### config.mk
export PLATFORM = sky130hd
export DESIGN_NAME = btb_wr_arbiter_flat
export DESIGN_NICKNAME = d
export VERILOG_FILES = /design/src/rtl/btb_pkg.sv /design/src/rtl/btb_wr_arbiter_if.sv /design/src/rtl/btb_wr_fifo.sv /design/src/rtl/btb_wr_arbiter.sv /design/src/flat_wrapper.sv
export SDC_FILE = /design/constraint.sdc
export NUM_CORES = 1
export LEC_CHECK = 0
export CAP_MARGIN = 5
export CORE_UTILIZATION = 52
export CTS_CLUSTER_DIAMETER = 150
export DETAILED_ROUTE_END_ITERATION = 10
export GPL_ROUTABILITY_DRIVEN = 0
export PLACE_DENSITY = 0.87
export SLEW_MARGIN = 20
export SYNTH_ARGS = -nofsm -noshare
export SYNTH_HDL_FRONTEND = slang
export SYNTH_SLANG_ARGS = --single-unit
### constraint.sdc
create_clock -name clk_i -period 4.5 [get_ports clk_i]
set_input_delay 0.45 -clock clk_i [delete_from_list [all_inputs] [get_ports clk_i]]
set_output_delay 0.45 -clock clk_i [all_outputs]
set_load 0.02 [all_outputs]
### src/rtl/btb_pkg.sv
// Shared types for the BTB write arbiter: the update record written into the BTB
// and the PC-to-update split helper.
package btb_pkg;

    localparam int INDEX_W = 6;
    localparam int TAG_W   = 32 - INDEX_W - 2;
    localparam int KEY_W   = INDEX_W + TAG_W;

    typedef struct packed {
        logic [INDEX_W-1:0] index;
        logic [TAG_W-1:0]   tag;
        logic [31:0]        target;
    } btb_upd_t;

    // pc[1:0] carry no information for word-aligned branches and are dropped.
    function automatic btb_upd_t pc2upd(input logic [31:0] pc, input logic [31:0] target);
        btb_upd_t u;
        u.index  = pc[INDEX_W+1:2];
        u.tag    = pc[31:INDEX_W+2];
        u.target = target;
        return u;
    endfunction

endpackage

### src/rtl/btb_wr_arbiter_if.sv
// Request side (EX/ID stages, hazard hold) and BTB write side of the arbiter.
interface btb_wr_arbiter_if #(
    parameter int INDEX_WIDTH = btb_pkg::INDEX_W,
    parameter int DEPTH       = 4
);
    localparam int TW    = 32 - INDEX_WIDTH - 2;
    localparam int CNT_W = $clog2(DEPTH) + 1;

    logic                   ex_req_i;
    logic [31:0]            ex_pc_i;
    logic [31:0]            ex_target_i;
    logic                   ex_ready_o;
    logic                   id_req_i;
    logic [31:0]            id_pc_i;
    logic [31:0]            id_target_i;
    logic                   id_ready_o;
    logic                   hold_i;
    logic                   btb_wren_o;
    logic [INDEX_WIDTH-1:0] btb_wr_index_o;
    logic [TW-1:0]          btb_wr_tag_o;
    logic [31:0]            btb_wr_target_o;
    logic [CNT_W-1:0]       count_o;

    modport master (
        output ex_req_i, ex_pc_i, ex_target_i, id_req_i, id_pc_i, id_target_i, hold_i,
        input  ex_ready_o, id_ready_o, btb_wren_o, btb_wr_index_o, btb_wr_tag_o,
               btb_wr_target_o, count_o
    );

    modport slave (
        input  ex_req_i, ex_pc_i, ex_target_i, id_req_i, id_pc_i, id_target_i, hold_i,
        output ex_ready_o, id_ready_o, btb_wren_o, btb_wr_index_o, btb_wr_tag_o,
               btb_wr_target_o, count_o
    );

endinterface

### src/rtl/btb_wr_fifo.sv
// Coalescing update FIFO: two ordered pushes, one pop, per-entry key match vectors
// and in-place target overwrite of matched entries.
module btb_wr_fifo
    import btb_pkg::*;
#(
    parameter int DEPTH = 4,
    localparam int PTR_W = $clog2(DEPTH),
    localparam int CNT_W = PTR_W + 1
) (
    input  logic             clk,
    input  logic             rst,
    input  logic             push0,
    input  btb_upd_t         push0_data,
    input  logic             push1,
    input  btb_upd_t         push1_data,
    input  logic             pop,
    input  logic [KEY_W-1:0] key0,
    input  logic [KEY_W-1:0] key1,
    output logic [DEPTH-1:0] match0,
    output logic [DEPTH-1:0] match1,
    input  logic [DEPTH-1:0] upd0_sel,
    input  logic [31:0]      upd0_target,
    input  logic [DEPTH-1:0] upd1_sel,
    input  logic [31:0]      upd1_target,
    output btb_upd_t         head,
    output logic [DEPTH-1:0] head_sel,
    output logic             empty,
    output logic [CNT_W-1:0] count
);

    btb_upd_t         mem [DEPTH];
    logic [DEPTH-1:0] valid;
    logic [PTR_W-1:0] rd_ptr;
    logic [PTR_W-1:0] wr_ptr;
    logic [PTR_W-1:0] wr1_ptr;

    // push1 lands behind push0 when both fire, otherwise it takes the tail slot.
    assign wr1_ptr = wr_ptr + PTR_W'(push0);

    always_ff @(posedge clk or posedge rst) begin
        if (rst) begin
            rd_ptr <= '0;
            wr_ptr <= '0;
            count  <= '0;
            valid  <= '0;
        end else begin
            if (pop) begin
                valid[rd_ptr] <= 1'b0;
                rd_ptr        <= rd_ptr + PTR_W'(1);
            end
            if (push0) valid[wr_ptr]  <= 1'b1;
            if (push1) valid[wr1_ptr] <= 1'b1;
            wr_ptr <= wr_ptr + PTR_W'(push0) + PTR_W'(push1);
            count  <= count + CNT_W'(push0) + CNT_W'(push1) - CNT_W'(pop);
        end
    end

    always_ff @(posedge clk) begin
        if (push0) mem[wr_ptr]  <= push0_data;
        if (push1) mem[wr1_ptr] <= push1_data;
        for (int i = 0; i < DEPTH; i++) begin
            if (upd0_sel[i]) mem[i].target <= upd0_target;
            if (upd1_sel[i]) mem[i].target <= upd1_target;
        end
    end

    always_comb begin
        match0   = '0;
        match1   = '0;
        head_sel = '0;
        for (int i = 0; i < DEPTH; i++) begin
            match0[i] = valid[i] && ({mem[i].index, mem[i].tag} == key0);
            match1[i] = valid[i] && ({mem[i].index, mem[i].tag} == key1);
        end
        head_sel[rd_ptr] = 1'b1;
    end

    assign head  = mem[rd_ptr];
    assign empty = (count == '0);

endmodule

### src/rtl/btb_wr_arbiter.sv
// Merges EX branch resolutions and ID JAL decodes into one BTB write port through
// a small coalescing FIFO; EX has fixed priority over ID.
module btb_wr_arbiter
    import btb_pkg::*;
#(
    parameter int INDEX_WIDTH = INDEX_W,
    parameter int DEPTH       = 4
) (
    input  logic           clk_i,
    input  logic           rst_i,
    btb_wr_arbiter_if.slave bus
);

    localparam int CNT_W = $clog2(DEPTH) + 1;

    if (INDEX_WIDTH != INDEX_W) begin : g_width_check
        $error("btb_wr_arbiter: INDEX_WIDTH must equal btb_pkg::INDEX_W");
    end

    // Handshake: a request transfers in a cycle where req and ready are both high;
    // the requester holds req/pc/target stable until that cycle. Ready looks only at
    // the registered count, never at this cycle's pop or coalesce.
    btb_upd_t         ex_upd;
    btb_upd_t         id_upd;
    btb_upd_t         head;
    logic [KEY_W-1:0] ex_key;
    logic [KEY_W-1:0] id_key;
    logic [DEPTH-1:0] match0;
    logic [DEPTH-1:0] match1;
    logic [DEPTH-1:0] head_sel;
    logic [DEPTH-1:0] ex_live;
    logic [DEPTH-1:0] id_live;
    logic [CNT_W-1:0] count;
    logic             empty;
    logic             pop;
    logic             ex_ready;
    logic             id_ready;
    logic             ex_acc;
    logic             id_acc;
    logic             id_keep;
    logic             push0;
    logic             push1;

    assign ex_upd = pc2upd(bus.ex_pc_i, bus.ex_target_i);
    assign id_upd = pc2upd(bus.id_pc_i, bus.id_target_i);
    assign ex_key = {ex_upd.index, ex_upd.tag};
    assign id_key = {id_upd.index, id_upd.tag};

    assign ex_ready = count < CNT_W'(DEPTH);
    assign id_ready = bus.ex_req_i ? (count < CNT_W'(DEPTH - 1)) : (count < CNT_W'(DEPTH));
    assign pop      = !empty && !bus.hold_i;

    assign ex_acc = bus.ex_req_i && ex_ready;
    assign id_acc = bus.id_req_i && id_ready;

    // The head leaving this cycle cannot absorb a coalesce; the request gets a new slot.
    assign ex_live = match0 & ~({DEPTH{pop}} & head_sel);
    assign id_live = match1 & ~({DEPTH{pop}} & head_sel);

    assign push0   = ex_acc && !(|ex_live);
    assign id_keep = id_acc && !(ex_acc && (ex_key == id_key));
    assign push1   = id_keep && !(|id_live);

    btb_wr_fifo #(.DEPTH(DEPTH)) u_fifo (
        .clk         (clk_i),
        .rst         (rst_i),
        .push0       (push0),
        .push0_data  (ex_upd),
        .push1       (push1),
        .push1_data  (id_upd),
        .pop         (pop),
        .key0        (ex_key),
        .key1        (id_key),
        .match0      (match0),
        .match1      (match1),
        .upd0_sel    (ex_acc ? ex_live : '0),
        .upd0_target (bus.ex_target_i),
        .upd1_sel    (id_keep ? id_live : '0),
        .upd1_target (bus.id_target_i),
        .head        (head),
        .head_sel    (head_sel),
        .empty       (empty),
        .count       (count)
    );

    assign bus.ex_ready_o      = ex_ready;
    assign bus.id_ready_o      = id_ready;
    assign bus.btb_wren_o      = pop;
    assign bus.btb_wr_index_o  = empty ? '0 : head.index;
    assign bus.btb_wr_tag_o    = empty ? '0 : head.tag;
    assign bus.btb_wr_target_o = empty ? '0 : head.target;
    assign bus.count_o         = count;

endmodule

### src/flat_wrapper.sv
// flat-port wrapper written by rule: the top's interface ports become plain ports
module btb_wr_arbiter_flat import btb_pkg::*;
#(
    parameter int INDEX_WIDTH = INDEX_W,
    parameter int DEPTH       = 4
)
  (clk_i, rst_i, bus_ex_req_i, bus_ex_pc_i, bus_ex_target_i, bus_id_req_i, bus_id_pc_i, bus_id_target_i, bus_hold_i, bus_ex_ready_o, bus_id_ready_o, bus_btb_wren_o, bus_btb_wr_index_o, bus_btb_wr_tag_o, bus_btb_wr_target_o, bus_count_o);
  btb_wr_arbiter_if #(.INDEX_WIDTH(INDEX_WIDTH), .DEPTH(DEPTH)) bus_i ();
  input  logic clk_i;
  input  logic rst_i;
  input wire logic [$bits(bus_i.ex_req_i)-1:0] bus_ex_req_i;
  input wire logic [$bits(bus_i.ex_pc_i)-1:0] bus_ex_pc_i;
  input wire logic [$bits(bus_i.ex_target_i)-1:0] bus_ex_target_i;
  input wire logic [$bits(bus_i.id_req_i)-1:0] bus_id_req_i;
  input wire logic [$bits(bus_i.id_pc_i)-1:0] bus_id_pc_i;
  input wire logic [$bits(bus_i.id_target_i)-1:0] bus_id_target_i;
  input wire logic [$bits(bus_i.hold_i)-1:0] bus_hold_i;
  output wire logic [$bits(bus_i.ex_ready_o)-1:0] bus_ex_ready_o;
  output wire logic [$bits(bus_i.id_ready_o)-1:0] bus_id_ready_o;
  output wire logic [$bits(bus_i.btb_wren_o)-1:0] bus_btb_wren_o;
  output wire logic [$bits(bus_i.btb_wr_index_o)-1:0] bus_btb_wr_index_o;
  output wire logic [$bits(bus_i.btb_wr_tag_o)-1:0] bus_btb_wr_tag_o;
  output wire logic [$bits(bus_i.btb_wr_target_o)-1:0] bus_btb_wr_target_o;
  output wire logic [$bits(bus_i.count_o)-1:0] bus_count_o;
  assign bus_i.ex_req_i = bus_ex_req_i;
  assign bus_i.ex_pc_i = bus_ex_pc_i;
  assign bus_i.ex_target_i = bus_ex_target_i;
  assign bus_i.id_req_i = bus_id_req_i;
  assign bus_i.id_pc_i = bus_id_pc_i;
  assign bus_i.id_target_i = bus_id_target_i;
  assign bus_i.hold_i = bus_hold_i;
  assign bus_ex_ready_o = bus_i.ex_ready_o;
  assign bus_id_ready_o = bus_i.id_ready_o;
  assign bus_btb_wren_o = bus_i.btb_wren_o;
  assign bus_btb_wr_index_o = bus_i.btb_wr_index_o;
  assign bus_btb_wr_tag_o = bus_i.btb_wr_tag_o;
  assign bus_btb_wr_target_o = bus_i.btb_wr_target_o;
  assign bus_count_o = bus_i.count_o;
  btb_wr_arbiter #(.INDEX_WIDTH(INDEX_WIDTH), .DEPTH(DEPTH)) u_core (.clk_i(clk_i), .rst_i(rst_i), .bus(bus_i));
endmodule
* Yosys cells after proc, flatten, opt, wreduce, memory -nomap -nowiden
Memory sizes are Yosys's and may differ from the RTL's. Cells that the tools add are included.
Cells by class: $add $sub $neg 6, $lt $le $gt $ge 8, eq/ne operators 9, multiplexer cells 39, bitwise logic cells 12, reduce and logical (&&, ||, !) cells 26
Operators by type and width (number):
- $eq A30 B30 Y1 | 9
- $mux W32 | 5
- $mux W1 | 24
- $mux W24 | 1
- $mux W4 | 5
- $logic_and A1 B1 Y1 | 18
- $and A4 B4 Y4 | 4
- $lt A2 B3 Y1 const B | 3
- $not A4 Y4 | 2
- $or A4 B4 Y4 | 2
- $reduce_or A4 Y1 | 2
- $add A3 B1 Y3 | 2
- $demux W1 S2 | 3
- $ge A2 B1 Y1 const B | 3
- $mux W6 | 1
- $logic_not A1 Y1 | 5
- $add A2 B1 Y2 | 2
- $or A1 B1 Y1 | 4
- $logic_not A3 Y1 | 1
- $lt A3 B2 Y1 const B | 1
- $lt A3 B3 Y1 const B | 1
- $sub A3 B1 Y3 | 1
- $add A2 B1 Y2 const B | 1
Word-level totals: bits in registers 11, RAM bits 248, bits of input ports 133, output and inout bits 68, memories kept 1
Memory list:
- u_core.u_fifo.mem | words 4, width 62, read ports 5, clocked after memory_dff 0, wr ports 6, line btb_wr_fifo.sv:31 | btb_upd_t mem [DEPTH];

* Logic depth before layout (Yosys ltp)
Gate-level depths: netlist (run 1).
depth in word-level cells 17, gate-level depth with buffers 15

* Hierarchy
From an unflattened synthesis (run 1), not the netlist that was laid out.
Second synthesis, totals: cells, all modules 1520, area, all modules 18506.5 um2
Modules (own cells, without submodules):
- btb_wr_fifo | instances 1, cells an instance 1378, area an instance 17580.6 um2
- btb_wr_arbiter | instances 1, cells an instance 142, area an instance 925.9 um2

* Worst setup path before layout (run 1)
Ideal clock, no wire load.
path type flip-flop to flip-flop, from register u_core.u_fifo.rd_ptr[0], to memory u_core.u_fifo.mem[2][0] (netlist bit) (enable), setup time 394 ps, arrival 4204 ps, required time 4106 ps, setup slack -99 ps, cell stages (with the launch flop) 13, clock period less this slack 4599 ps, cells stage by stage dfrtp_1 clkbuf_1 clkbuf_1 inv_1 ha_1 a21boi_0 and3_1 nor4_1 ha_1 or4b_1 buf_6 buf_8 nand3_1
RTL lines:
- start, declared | line btb_wr_fifo.sv:33 | logic [PTR_W-1:0] rd_ptr;
- start signal, assigned | line btb_wr_fifo.sv:49 | rd_ptr <= rd_ptr + PTR_W'(1);
- end, declared | line btb_wr_fifo.sv:31

==> flow_results.xml, run 1 <==
<?xml version="1.0" encoding="UTF-8"?>
<metrics>
  <group name="synthesis">
    <metric name="syn_area" unit="µm²">16600</metric>
    <metric name="dominant_combinational_cell_family_by_area_after_synthesis" unit="">multiplexers</metric>
    <metric name="yosysMostFrequentCell" unit="">edfxtp_1</metric>
    <metric name="synth_area_per_cell" unit="µm²">14.0</metric>
    <metric name="yosys.area_share.xor_xnor" unit="%">14.5</metric>
    <metric name="synth.mux.area_fraction" unit="%">25.9</metric>
    <metric name="yosys.cell_types.count" unit="">48</metric>
    <metric name="synth_fp_nets" unit="">1330</metric>
    <metric name="yosys_register_bits" unit="">259</metric>
    <metric name="synth_top_flop_cell" unit="">edfxtp_1</metric>
    <metric name="post-synth-top-area-fraction" unit="%">44.9</metric>
    <metric name="yosys.area.top_type" unit="">edfxtp_1</metric>
    <metric name="ys_seq_area_share" unit="%">46.5</metric>
    <metric name="yosys-top-cells-area" unit="">edfxtp_1 (45%), mux2_2 (13%), xor2_1 (11%)</metric>
    <metric name="synth_compound_area_share" unit="%">0.822</metric>
    <metric name="synth_warnings" unit="">0</metric>
    <metric name="synth-adder-area-share" unit="%">0.845</metric>
    <metric name="synth.top_cells.by_count" unit="">edfxtp_1 (248), xor2_1 (206), mux2_2 (185)</metric>
    <metric name="share_of_synthesized_cell_area_in_and_or_nand_and_nor_gates" unit="%">7.62</metric>
    <metric name="edff_count_synth" unit="">248</metric>
    <metric name="synthesis.instances" unit="">1187</metric>
    <metric name="synthArstFlopShare" unit="%">4.25</metric>
  </group>
  <group name="clocking">
    <metric name="cts-buffers-inserted" unit="">29</metric>
    <metric name="cts_htree_levels" unit="">1</metric>
    <metric name="clock_sink_count" unit="">259</metric>
    <metric name="insertion_delay" unit="ns">0.57</metric>
    <metric name="cts_tree" unit="">done</metric>
    <metric name="cts.path.max_buffers" unit="">3</metric>
    <metric name="clock-root-buffer" unit="">clkbuf_16</metric>
    <metric name="cts.repair_timing.setup_buffer_count" unit="">0</metric>
    <metric name="cts.reportedPaths.clkPinSlew" unit="ns">0.06</metric>
    <metric name="ctsResizeCount" unit="">0</metric>
    <metric name="cts-hold-fix-buffers" unit="">0</metric>
  </group>
  <group name="timing">
    <metric name="relative_slew_slack" unit="%">48.5</metric>
    <metric name="timing.fmax" unit="MHz">242</metric>
    <metric name="period_share" unit="%">91.7</metric>
    <metric name="drv_slew" unit="">0</metric>
    <metric name="timing.final.crit_period" unit="ns">4.13</metric>
    <metric name="fin_setup_tns" unit="ns">0</metric>
    <metric name="hold_viol" unit="">0</metric>
    <metric name="worst_clock_skew" unit="ns">0.0144</metric>
    <metric name="setup_viol" unit="">0</metric>
    <metric name="timing_worst_slew_pin_value" unit="ns">0.773</metric>
    <metric name="setup_repair_after_global_routing_missed_its_margin" unit="">no</metric>
    <metric name="hold-worst-slack" unit="ns">0.206</metric>
  </group>
  <group name="pwr">
    <metric name="p_int" unit="mW">7.85</metric>
    <metric name="seq_power_share" unit="%">32.7</metric>
    <metric name="power_frac_comb" unit="%">49.8</metric>
    <metric name="netSwitchingFraction" unit="%">37.9</metric>
    <metric name="cellPowerDensity" unit="nW/µm²">629</metric>
    <metric name="power_switching" unit="mW">4.80</metric>
    <metric name="vdd_ir_drop_max" unit="mV">0.388</metric>
    <metric name="power.share.clock" unit="%">17.6</metric>
    <metric name="leakage" unit="nW">7.15</metric>
  </group>
  <group name="grt">
    <metric name="grt_pass1_wl" unit="µm">72300</metric>
    <metric name="grt_use_total" unit="%">29.7</metric>
    <metric name="grt_antenna_before_repair" unit="">5</metric>
    <metric name="vias_in_the_first_global_route" unit="">11500</metric>
    <metric name="grt.overflow.total" unit="">0</metric>
    <metric name="grt_start_max_net_pins" unit="">63</metric>
  </group>
  <group name="floorplanning">
    <metric name="die_width" unit="µm">181</metric>
    <metric name="floorplan.core_area" unit="µm²">31500</metric>
    <metric name="die_area" unit="µm²">32600</metric>
    <metric name="die-height" unit="µm">181</metric>
    <metric name="std_cell_rows" unit="">65</metric>
    <metric name="io_pins" unit="">201</metric>
    <metric name="initial_utilization" unit="%">52.7</metric>
  </group>
  <group name="critical_path">
    <metric name="setup.worst_path.end_class" unit="">register</metric>
    <metric name="critical_path_required" unit="ns">4.81</metric>
    <metric name="worstReg2RegStart" unit="">u_core.u_fifo.rd_ptr[0]$_DFFE_PP0P_</metric>
    <metric name="worstPathMaxFanout" unit="">15</metric>
    <metric name="start_kind" unit="">input port</metric>
    <metric name="r2r_slack" unit="ns">0.44</metric>
    <metric name="crit_start" unit="">bus_ex_pc_i[8]</metric>
    <metric name="r2r.worst_path.cells" unit="">10</metric>
    <metric name="endpoint_of_the_worst_register_to_register_path" unit="">u_core.u_fifo.mem[2][39]$_DFFE_PP_</metric>
    <metric name="endpoint" unit="">u_core.u_fifo.mem[2][39]$_DFFE_PP_</metric>
    <metric name="setup.worst_path.class" unit="">input port to register</metric>
    <metric name="worst_ep_arrival_time" unit="ns">4.44</metric>
  </group>
  <group name="placement">
    <metric name="buffer_ports.inserted" unit="">196</metric>
    <metric name="place_hpwl" unit="µm">33500</metric>
  </group>
  <group name="routing">
    <metric name="via_count" unit="">11400</metric>
    <metric name="drt_drc_violations_left" unit="">0</metric>
    <metric name="route.final.wire_length" unit="µm">48500</metric>
    <metric name="via_per_inst" unit="">6.32</metric>
    <metric name="drt_first_pass_iters" unit="">6</metric>
    <metric name="wl_per_cell" unit="µm">26.8</metric>
    <metric name="detail-route-antenna-nets" unit="">0</metric>
    <metric name="drt_iter0_markers" unit="">1427</metric>
  </group>
  <group name="layout">
    <metric name="finish.net_count" unit="">1530</metric>
    <metric name="areaGrowthSynthToFinish" unit="%">21.4</metric>
    <metric name="multiInputGateArea" unit="µm²">8260</metric>
    <metric name="seq_cell_area" unit="µm²">7730</metric>
    <metric name="fillerInstances" unit="">2254</metric>
    <metric name="ratio_of_cells_with_drive_above_1_in_the_final_layout" unit="%">29.2</metric>
  </group>
  <group name="status">
    <metric name="outcome" unit="">completed</metric>
  </group>
  <group name="hold_path">
    <metric name="hold_class" unit="">input port to asynchronous set/reset pin</metric>
  </group>
  <group name="run">
    <metric name="cap_viol_max_count" unit="">0</metric>
  </group>
</metrics>
==> cells in the final DEF, fill, tap and decap left out, types with 4 or more instances in the layout <==
cell type	netlist	routed
a21oi_4	4	4
buf_12	2	15
buf_4	15	65
clkbuf_1	49	9
clkbuf_16	0	29
clkdlybuf4s50_1	0	196
clkinv_1	0	5
dfrtp_1	11	9
edfxtp_1	248	248
ha_1	8	8
inv_1	8	8
mux2_1	36	36
mux2_2	185	185
mux2_4	27	27
mux4_2	62	62
nand2_1	11	11
nand3_1	12	8
nand3_2	0	4
nand4_1	26	26
nor2_1	11	11
nor2b_1	64	64
nor3_1	4	4
nor4_1	58	58
xnor2_1	69	69
xor2_1	206	206
==> flip-flops by register name, indices dropped and copies added, names as in the netlist <==
signal,count
u_core.u_fifo.mem,248
u_core.u_fifo.valid,4
u_core.u_fifo.count,3
u_core.u_fifo.rd_ptr,2
u_core.u_fifo.wr_ptr,2
==> through the flow <==
step	area (µm²)	power, mW	worst slack, ns	cells	util [%]
finish	20100	12.7	0.372	1811	64.0
global route	20100	13.1	0.225	1811	64.0
CTS	20100	12.6	0.524	1808	64.0
detailed placement	19300	10.4	-0.0391	1758	61.2
global placement	19300	10.2	0.138	1758	61.2
floorplan	16600	7.84	0.0547	1187	-
==> worst min path at each step <==
stage | slack (ns) | from | depth (start not counted) | endpoint
finish | 0.21 | rst_i | 2 | u_core.u_fifo.count[1]$_DFF_PP0_
global route | 0.26 | rst_i | 2 | u_core.u_fifo.count[1]$_DFF_PP0_
CTS | 0.22 | rst_i | 2 | u_core.u_fifo.count[1]$_DFF_PP0_
detailed placement | 0.65 | u_core.u_fifo.valid[3]$_DFF_PP0_ | 2 | u_core.u_fifo.valid[3]$_DFF_PP0_
global placement | 0.65 | u_core.u_fifo.valid[3]$_DFF_PP0_ | 2 | u_core.u_fifo.valid[3]$_DFF_PP0_
floorplan | 0.30 | rst_i | 1 | u_core.u_fifo.count[0]$_DFF_PP0_
==> routing by layer <==
| layer | part of all wire [%] | up-vias | track usage, % | wire length [µm] |
|---|---|---|---|---|
| met5 | 0.058 | - | 0 | 28 |
| met4 | 4.9 | 4 | 13.9 | 2360 |
| met3 | 11 | 178 | 7.60 | 5460 |
| met2 | 46 | 765 | 45.6 | 22300 |
| met1 | 38 | 5659 | 39.3 | 18400 |
| li1 | - | 4831 | - | - |
==> logic make-up (layout without fill, tap and decap cells) <==
group	count (synthesis)	count (layout)
buffers and inverters	115	334
other	0	3
xor gates and xnor gates	275	275
and+or+nand+nor	205	205
muxes	310	310
adders and majority gates	10	10
DFF	259	259
AOI/OAI and AO/OA	13	13
==> area by class of cell <==
class	instances	share of cell area, %
well taps	402	2.50
inverters	8	0.149
clock inverters	12	0.491
diodes	3	0.0373
repair buffers	276	13.7
multi-input cells	813	41.0
clock buffers	38	3.77
flip-flops and latches	259	38.4
==> power by group through the flow <==
stage | combinational [mW] | clock (mW) | sequential (mW)
CTS | 6.27 | 2.23 | 4.12
detailed placement | 6.21 | 0 | 4.15
global placement | 6.13 | 0 | 4.11
global route | 6.59 | 2.33 | 4.18
floorplan | 3.84 | 0 | 4.00
finish | 6.30 | 2.22 | 4.14
==> worst max-delay path: stages <==
cell,delay [ns]
clkdlybuf4s50_1,0.73
xor2_1,0.42
nor4_1,0.15
nand4_1,0.17
nor3_1,0.06
nor4_1,0.58
ha_1,0.34
xnor2_1,0.17
or4b_2,0.74
buf_4,0.29
mux2_4,0.33
Power figures use the tool's default switching activity.
==> inputs of run 2 (changes only) <==
--- a/config.mk
+++ b/config.mk
@@ -5,7 +5,7 @@
 export SDC_FILE = /design/constraint.sdc
 export NUM_CORES = 1
 export LEC_CHECK = 0
-export CAP_MARGIN = 5
+export CAP_MARGIN = 10
 export CORE_UTILIZATION = 52
 export CTS_CLUSTER_DIAMETER = 150
 export DETAILED_ROUTE_END_ITERATION = 10
==> results of run 2 <==
Same layout as run 1: the final DEF is identical, and so are final timing and power.
